[config.mk]
export PLATFORM = sky130hd
export DESIGN_NAME = pool_stream_gen_flat
export DESIGN_NICKNAME = d
export VERILOG_FILES = /design/src/rtl/pool_stream_gen_if.sv /design/src/rtl/pool_stream_gen.sv /design/src/flat_wrapper.sv
export SDC_FILE = /design/constraint.sdc
export NUM_CORES = 1
export LEC_CHECK = 0
export CAP_MARGIN = 20
export CORE_ASPECT_RATIO = 0.5
export CORE_MARGIN = 1
export CORE_UTILIZATION = 61
export DETAILED_ROUTE_END_ITERATION = 8
export PLACE_DENSITY = 0.81
export SLEW_MARGIN = 20
export SYNTH_ARGS = -nofsm -noshare
export SYNTH_HDL_FRONTEND = slang
export SYNTH_SLANG_ARGS = --single-unit
[constraint.sdc]
create_clock -name clk -period 6.5 [get_ports clk]
set_input_delay 1.625 -clock clk [delete_from_list [all_inputs] [get_ports clk]]
set_output_delay 1.625 -clock clk [all_outputs]
set_load 0.1 [all_outputs]
[src/rtl/pool_stream_gen_if.sv]
// Stream bundle for pool_stream_gen: a pixel input stream and a pooled-result output stream.
// A beat moves on a rising edge only when valid && ready; valid holds its data until that edge.
interface pool_stream_gen_if #(
   parameter int DATA_WIDTH = 16
);
   logic                  in_valid;
   logic                  in_ready;
   logic [DATA_WIDTH-1:0] in_data;
   logic                  out_valid;
   logic                  out_ready;
   logic [DATA_WIDTH-1:0] out_data;
   logic                  out_last;

   modport master (
      output in_valid, in_data, out_ready,
      input  in_ready, out_valid, out_data, out_last
   );

   modport slave (
      input  in_valid, in_data, out_ready,
      output in_ready, out_valid, out_data, out_last
   );
endinterface

[src/rtl/pool_stream_gen.sv]
// Streaming K x K non-overlapping max/average pooling over NUM_CH channel-major feature maps.
// Row partials live in a line buffer of IN_WIDTH/POOL_K accumulators.
module pool_stream_gen #(
   parameter int DATA_WIDTH = 16,
   parameter int IN_WIDTH   = 8,
   parameter int POOL_K     = 2,
   parameter int NUM_CH     = 4
) (
   input  logic             clk,
   input  logic             reset,
   input  logic             clear,
   input  logic             mode,
   pool_stream_gen_if.slave bus,
   output logic             busy,
   output logic             frame_done
);
   localparam int LOG_K     = $clog2(POOL_K);
   localparam int ACC_WIDTH = DATA_WIDTH + 2 * LOG_K;
   localparam int OUT_W     = IN_WIDTH / POOL_K;
   localparam int CW        = $clog2(IN_WIDTH);
   localparam int CHW       = (NUM_CH > 1) ? $clog2(NUM_CH) : 1;
   localparam int JW        = CW - LOG_K;

   logic [CW-1:0]  col;
   logic [CW-1:0]  row;
   logic [CHW-1:0] ch;
   logic           mode_q;
   logic           out_valid_q;
   logic           out_last_q;
   logic [DATA_WIDTH-1:0] out_data_q;

   logic signed [ACC_WIDTH-1:0] h_acc;
   logic signed [ACC_WIDTH-1:0] line_buf [OUT_W];
   logic signed [ACC_WIDTH-1:0] pix;
   logic signed [ACC_WIDTH-1:0] h_new;
   logic signed [ACC_WIDTH-1:0] v_new;
   logic [JW-1:0]               j;
   logic [DATA_WIDTH-1:0]       pooled;

   logic accept, take, first_pix, last_pix, mode_eff;
   logic col_start, col_end_k, row_start, row_end_k, win_done;
   logic col_end, row_end, ch_end;

   function automatic logic signed [ACC_WIDTH-1:0] combine(
      input logic                        avg,
      input logic signed [ACC_WIDTH-1:0] a,
      input logic signed [ACC_WIDTH-1:0] b
   );
      return avg ? (a + b) : ((a > b) ? a : b);
   endfunction

   assign bus.in_ready  = !out_valid_q || bus.out_ready;
   assign bus.out_valid = out_valid_q;
   assign bus.out_data  = out_data_q;
   assign bus.out_last  = out_last_q;

   assign accept    = bus.in_valid && bus.in_ready;
   assign take      = out_valid_q && bus.out_ready;
   assign col_start = (col[LOG_K-1:0] == '0);
   assign col_end_k = (col[LOG_K-1:0] == '1);
   assign row_start = (row[LOG_K-1:0] == '0);
   assign row_end_k = (row[LOG_K-1:0] == '1);
   assign win_done  = col_end_k && row_end_k;
   assign col_end   = (col == CW'(IN_WIDTH - 1));
   assign row_end   = (row == CW'(IN_WIDTH - 1));
   assign ch_end    = (ch == CHW'(NUM_CH - 1));
   assign first_pix = (col == '0) && (row == '0) && (ch == '0);
   assign last_pix  = col_end && row_end && ch_end;
   assign mode_eff  = first_pix ? mode : mode_q;
   assign j         = col[CW-1:LOG_K];

   // The first pixel of each window row seeds the partial, so negative-only windows need no special seed.
   always_comb begin
      pix    = {{(2 * LOG_K){bus.in_data[DATA_WIDTH-1]}}, bus.in_data};
      h_new  = col_start ? pix : combine(mode_eff, h_acc, pix);
      v_new  = row_start ? h_new : combine(mode_eff, line_buf[j], h_new);
      pooled = mode_eff ? v_new[ACC_WIDTH-1:2*LOG_K] : v_new[DATA_WIDTH-1:0];
   end

   always_ff @(posedge clk or negedge reset) begin
      if (!reset) begin
         col         <= '0;
         row         <= '0;
         ch          <= '0;
         h_acc       <= '0;
         mode_q      <= 1'b0;
         out_valid_q <= 1'b0;
         out_last_q  <= 1'b0;
         out_data_q  <= '0;
         busy        <= 1'b0;
         frame_done  <= 1'b0;
      end else if (clear) begin
         col         <= '0;
         row         <= '0;
         ch          <= '0;
         h_acc       <= '0;
         out_valid_q <= 1'b0;
         out_last_q  <= 1'b0;
         busy        <= 1'b0;
         frame_done  <= 1'b0;
      end else begin
         frame_done <= take && out_last_q;
         if (take) begin
            out_valid_q <= 1'b0;
            out_last_q  <= 1'b0;
            if (out_last_q) busy <= 1'b0;
         end
         if (accept) begin
            h_acc <= h_new;
            // A new frame starting on the edge that retires out_last keeps busy high.
            if (first_pix) begin
               mode_q <= mode;
               busy   <= 1'b1;
            end
            if (win_done) begin
               out_valid_q <= 1'b1;
               out_data_q  <= pooled;
               out_last_q  <= last_pix;
            end
            if (col_end) begin
               col <= '0;
               if (row_end) begin
                  row <= '0;
                  ch  <= ch_end ? '0 : ch + 1'b1;
               end else begin
                  row <= row + 1'b1;
               end
            end else begin
               col <= col + 1'b1;
            end
         end
      end
   end

   // Stale entries after clear are harmless: window row 0 always overwrites.
   always_ff @(posedge clk) begin
      if (reset && !clear && accept && col_end_k && !row_end_k)
         line_buf[j] <= v_new;
   end
endmodule

[src/flat_wrapper.sv]
// flat-port wrapper written by rule: the top's interface ports become plain ports
module pool_stream_gen_flat 
#(
   parameter int DATA_WIDTH = 16,
   parameter int IN_WIDTH   = 8,
   parameter int POOL_K     = 2,
   parameter int NUM_CH     = 4
)
  (clk, reset, clear, mode, busy, frame_done, bus_in_valid, bus_in_data, bus_out_ready, bus_in_ready, bus_out_valid, bus_out_data, bus_out_last);
  pool_stream_gen_if #(.DATA_WIDTH(DATA_WIDTH)) bus_i ();
  input  logic clk;
  input  logic reset;
  input  logic clear;
  input  logic mode;
  output logic busy;
  output logic frame_done;
  input wire logic [$bits(bus_i.in_valid)-1:0] bus_in_valid;
  input wire logic [$bits(bus_i.in_data)-1:0] bus_in_data;
  input wire logic [$bits(bus_i.out_ready)-1:0] bus_out_ready;
  output wire logic [$bits(bus_i.in_ready)-1:0] bus_in_ready;
  output wire logic [$bits(bus_i.out_valid)-1:0] bus_out_valid;
  output wire logic [$bits(bus_i.out_data)-1:0] bus_out_data;
  output wire logic [$bits(bus_i.out_last)-1:0] bus_out_last;
  assign bus_i.in_valid = bus_in_valid;
  assign bus_i.in_data = bus_in_data;
  assign bus_i.out_ready = bus_out_ready;
  assign bus_in_ready = bus_i.in_ready;
  assign bus_out_valid = bus_i.out_valid;
  assign bus_out_data = bus_i.out_data;
  assign bus_out_last = bus_i.out_last;
  pool_stream_gen #(.DATA_WIDTH(DATA_WIDTH), .IN_WIDTH(IN_WIDTH), .POOL_K(POOL_K), .NUM_CH(NUM_CH)) u_core (.clk(clk), .reset(reset), .clear(clear), .mode(mode), .bus(bus_i), .busy(busy), .frame_done(frame_done));
endmodule
== Word-level counts from Yosys, hierarchy flattened ==
Memory sizes are Yosys's and may differ from the RTL's.
Cells that the tools add are included.
Operators by class
  eq/ne operators: 3
  $lt $le $gt $ge: 2
  add/subtract/negate cells: 5
  muxes and demuxes: 38
  reduce and logical (&&, ||, !) cells: 26
  bitwise operators: 1
Operator list (count)
  18-bit 2-to-1 mux: 8
  3-bit 2-to-1 mux: 7
  18-bit by 16-bit adder with 18-bit output: 1
  18-bit adder: 1
  18-bit by 16-bit > comparator with 1-bit output: 1
  18-bit > comparator: 1
  1-bit 2-to-1 mux: 17
  16-bit 2-to-1 mux: 1
  1-bit logical AND: 12
  2-bit 2-to-1 mux: 5
  3-bit by 1-bit adder with 3-bit output, second input constant: 2
  3-bit == test, second input constant: 2
  3-bit zero test: 2
  3-bit AND reduction: 2
  2-bit nonzero test: 3
  2-bit AND reduction: 2
  1-bit zero test: 3
  2-bit by 1-bit adder with 2-bit output, second input constant: 1
  2-bit == test, second input constant: 1
  2-bit zero test: 1
  1-bit logical OR: 1
  1-bit NOT: 1
Storage, ports and cells
  flip-flop bits (word level): 47
  RAM bits: 72
  memories kept: 1
Memories
  u_core.line_buf: depth 4, bits a word 18, read ports 1, clocked after memory_dff 0, wr ports 1, RTL line pool_stream_gen.sv:33  | logic signed [ACC_WIDTH-1:0] line_buf [OUT_W];

== Depth between registers and ports, before layout ==
  depth after elaboration: 11
  mapped depth: 27

== Worst setup path before layout ==
No wires, ideal clock.
  path type: input -> register
  start point: input bus_in_data[0]
  end point: register u_core.out_data_q[11] (netlist: u_core.bus.out_data[11])
  setup slack: 0.289 ns
  setup time: 0.126 ns
  arrival time: 6.084 ns
  cell stages on the path: 19
  buffers on the path: 1
  cells stage by stage: ha_1 > fa_1 > and2b_2 > o311ai_2 > a211o_1 > nand3b_1 > a221o_1 > mux2i_1 > o221ai_1 > inv_1 > ha_1 > nor4b_1 > nand3_1 > o31ai_1 > nor2_1 > o21ai_0 > clkbuf_1 > a21oi_1 > a221o_1
Between the ends
  longest elaborated chain between the ends: 9
Ends and longest elaborated chain
  from (decl): RTL line flat_wrapper.sv:18  | input wire logic [$bits(bus_i.in_data)-1:0] bus_in_data;
  18-bit by 16-bit > comparator with 1-bit output: RTL line pool_stream_gen.sv:49  | return avg ? (a + b) : ((a > b) ? a : b);
  18-bit 2-to-1 mux (2 in series): RTL line pool_stream_gen.sv:49
  18-bit 2-to-1 mux (*): RTL line pool_stream_gen.sv:75  | h_new = col_start ? pix : combine(mode_eff, h_acc, pix);
  18-bit > comparator: RTL line pool_stream_gen.sv:49
  18-bit 2-to-1 mux (2 in series): RTL line pool_stream_gen.sv:49
  18-bit 2-to-1 mux (*): RTL line pool_stream_gen.sv:76  | v_new = row_start ? h_new : combine(mode_eff, line_buf[j], h_new);
  named net u_core.v_new[13]: RTL line pool_stream_gen.sv:36  | logic signed [ACC_WIDTH-1:0] v_new;
  16-bit 2-to-1 mux (*): RTL line pool_stream_gen.sv:77  | pooled = mode_eff ? v_new[ACC_WIDTH-1:2*LOG_K] : v_new[DATA_WIDTH-1:0];
  to (signal assigned): RTL line pool_stream_gen.sv:117  | out_data_q <= pooled;
  to (decl): RTL line pool_stream_gen.sv:30  | logic [DATA_WIDTH-1:0] out_data_q;
The timed path passes the listed nets; every way through them passes the cells marked *.
A chain may end at the register's enable or synchronous reset.

== Worst setup path after layout ==
  start point: input bus_in_data[8]
  end point: register u_core.out_data_q[12] (netlist: u_core.bus.out_data[12])
Same word-level chain as after synthesis.

==> run metrics <==
final setup vio count 0; Tcrit/Tclk final 0.987; DP Wirelength 18200 um; Post-synth EDFFs 72; GRT Residual Overflow 0; post-layout util 0.860; signal arrival time at the worst endpoint 6710 ps; max capacitance violation total 0; die width 166 um; crit path time final 6420 ps; CP startpoint kind input pin; worst skew pair latency 420 ps; Post-synth top cells 82 x ha_1, 72 x edfxtp_1, 72 x nor2_1; Most used DFF post-synth edfxtp_1; HP Class reg2reg; ratio of cells with drive above 1 in the final layout 0.294; Pleak 4.87 nW; post-synth top area cell edfxtp_1; data required time of the worst path 6800 ps; DIE HEIGHT 84.0 um; layout overhead on the synthesized area 35.0%; ys async rst share 0.395; Cell Area, Synth 8210 um^2; final net count 1120; worst-path fanout max 5; register area share after synthesis 0.407; H-tree depth 4; main area contributors after synthesis edfxtp_1 26%, dfrtp_1 14%, ha_1 12%, mux4_2 4.9%, a21oi_1 3.3%; final hold violations 0; Max VDD drop 0.326 mV; Max Clock Freq 0.156 GHz; Hold-fix buffers, CTS 0; wire per inst 22.6 um; clk_skew 8.35 ps; vias in the first global route 7449; outcome complete, but fails checks; # DRC 2; largest net degree at the start of global routing 48; post-synth top area share 0.263; Hold WS 475 ps; CTS sink cnt 119; Total GRT Usage 0.389; First-pass DRT Iterations 9; Slew Limit Fails 0; Critical Path End Type register; non-filler cells, final 1196; PD cells 248 nW/um^2; CTS tree built; routed vias 7846; worst slew pin tran 1100 ps; remaining antenna violation count 0; First DRT Iteration DRCs 1156; Power Total 2.75 mW; CTS clk-pin slew, worst paths 60 ps; yosys warns 0; failing checks design-rule violations; syn_nets 915; Initial Utilization 0.637; Synth Register Bits 119; CTS max path bufs 2; most frequent cell after synthesis ha_1; row cnt 29; die footprint 14000 um^2; slew margin rel. 0.265; core area 12900 um^2; Yosys cell types 86; Avg Inst Size Synth 10.1 um^2; final instance area 11100 um^2; routability congestion estimate 0.983; initial antenna violation count 0; Via density 6.56; Area after DPL 9950 um^2; Post-Synthesis Cells 809; first-pass GRT wire length 40600 um; Antenna diodes 0; I/O pins 43; final wirelength 27100 um; root buf cell clkbuf_16; critical path type in2reg; port bufs 42; DP Cell Count 1153; CTS buffer count 17
## final timing paths
check                                        from                      end  slack, ps  cells after the start
min reg2reg                u_core.bus.out_data[0]   u_core.bus.out_data[0]        470                      2
max                                bus_in_data[8]  u_core.bus.out_data[12]         80                     21
max reg2reg                         u_core.col[0]   u_core.line_buf[2][12]       1010                     24
max in group asynchronous                   reset            u_core.row[1]       4650                      2
min                        u_core.bus.out_data[0]   u_core.bus.out_data[0]        470                      2
min in group asynchronous                   reset   u_core.bus.out_data[8]       1390                      2
## power breakdown
group	leakage (nW)	switching (mW)	total, mW	internal [mW]
clock	0.299	0.370	1.01	0.643
sequential	1.28	0.0233	0.858	0.834
combinational	3.30	0.488	0.880	0.392
total	4.87	0.881	2.75	1.87
## final cells by class
| class | count | area (um^2) |
|---|---|---|
| tap | 170 | 213 |
| clock buffer | 17 | 425 |
| inverter | 59 | 221 |
| multi-input combinational | 594 | 4890 |
| fill | 676 | 1800 |
| timing repair buffer | 223 | 1800 |
| clock inverter | 14 | 199 |
| sequential | 119 | 3340 |
## flip-flops by register name, summed over array words and instances (netlist names)
| signal | count |
|---|---|
| u_core.bus.out_data | 16 |
| u_core.bus.out_valid | 1 |
| u_core.ch | 2 |
| u_core.h_acc | 18 |
| u_core.bus.out_last | 1 |
| u_core.line_buf | 72 |
| u_core.busy | 1 |
| u_core.mode_q | 1 |
| u_core.row | 3 |
| u_core.col | 3 |
| u_core.frame_done | 1 |
## cell families (layout without fill, tap and decap cells)
logic type      after synthesis  count (layout)  share of synthesized area
simple gates                239             239                      0.145
xor+xnor                     22              22                     0.0235
mux                          26              26                     0.0594
buf+inv                      96             313                     0.0466
flops                       119             119                      0.407
compound gates              223             223                      0.189
fa+ha+maj                    84              84                      0.130
## critical path: stages
cell             delay, ps
clkdlybuf4s50_1        490
inv_1                   70
ha_4                   270
nand4_1                160
nor4_4                 360
o31a_2                 240
nor3_4                  60
a21o_1                 250
buf_6                  150
a221o_2                420
ha_4                   190
fa_2                   350
nor2b_4                150
o31a_1                 320
o32ai_2                180
o211ai_1               190
a31oi_1                220
xor2_1                 350
o21ai_1                140
a21o_1                 210
a221o_1                310
## cells in the final DEF (no fill, tap or decap), types with 6 or more instances in the layout
cell	instances
mux2i_1	6
nor3_1	15
a22oi_1	6
buf_4	179
edfxtp_1	72
o21ai_1	7
o211ai_1	10
nand2_1	62
a211oi_1	15
or3_1	12
xnor2_1	11
inv_1	54
a221o_1	7
clkdlybuf4s50_1	33
nor2b_1	7
mux4_2	18
a21oi_1	50
nand2b_1	9
o31ai_1	7
dlymetal6s2s_1	7
a21o_1	15
xor2_1	10
ha_4	13
dfrtp_1	47
ha_1	68
nand3_1	15
nor2_1	70
clkbuf_16	17
o21ai_0	28
o21a_1	8
o22ai_1	6
## metal layers
| metal | track usage | wire, um | vias up |
|---|---|---|---|
| met5 | 0 | 0 | - |
| met3 | 0.120 | 3440 | 88 |
| met4 | 0.112 | 755 | 0 |
| met1 | 0.534 | 11100 | 3806 |
| li1 | - | - | 3425 |
| met2 | 0.596 | 11800 | 527 |
## stage by stage
stage,setup TNS (ps),setup WS [ps]
global route,-177,-22.9
finish,0,81.5
CTS,0,16.3
global placement,-36910,-568
detailed placement,-48140,-743
floorplan,0,289
## what timing repair did
item / 4_1_cts / 5_1_grt
gates resized for setup: 16 / 59
buffers inserted: 3 / 9
endpoints found under the setup margin: 71 / 87
pin swaps: 3 / 23
(Power assumes the default switching activity.)
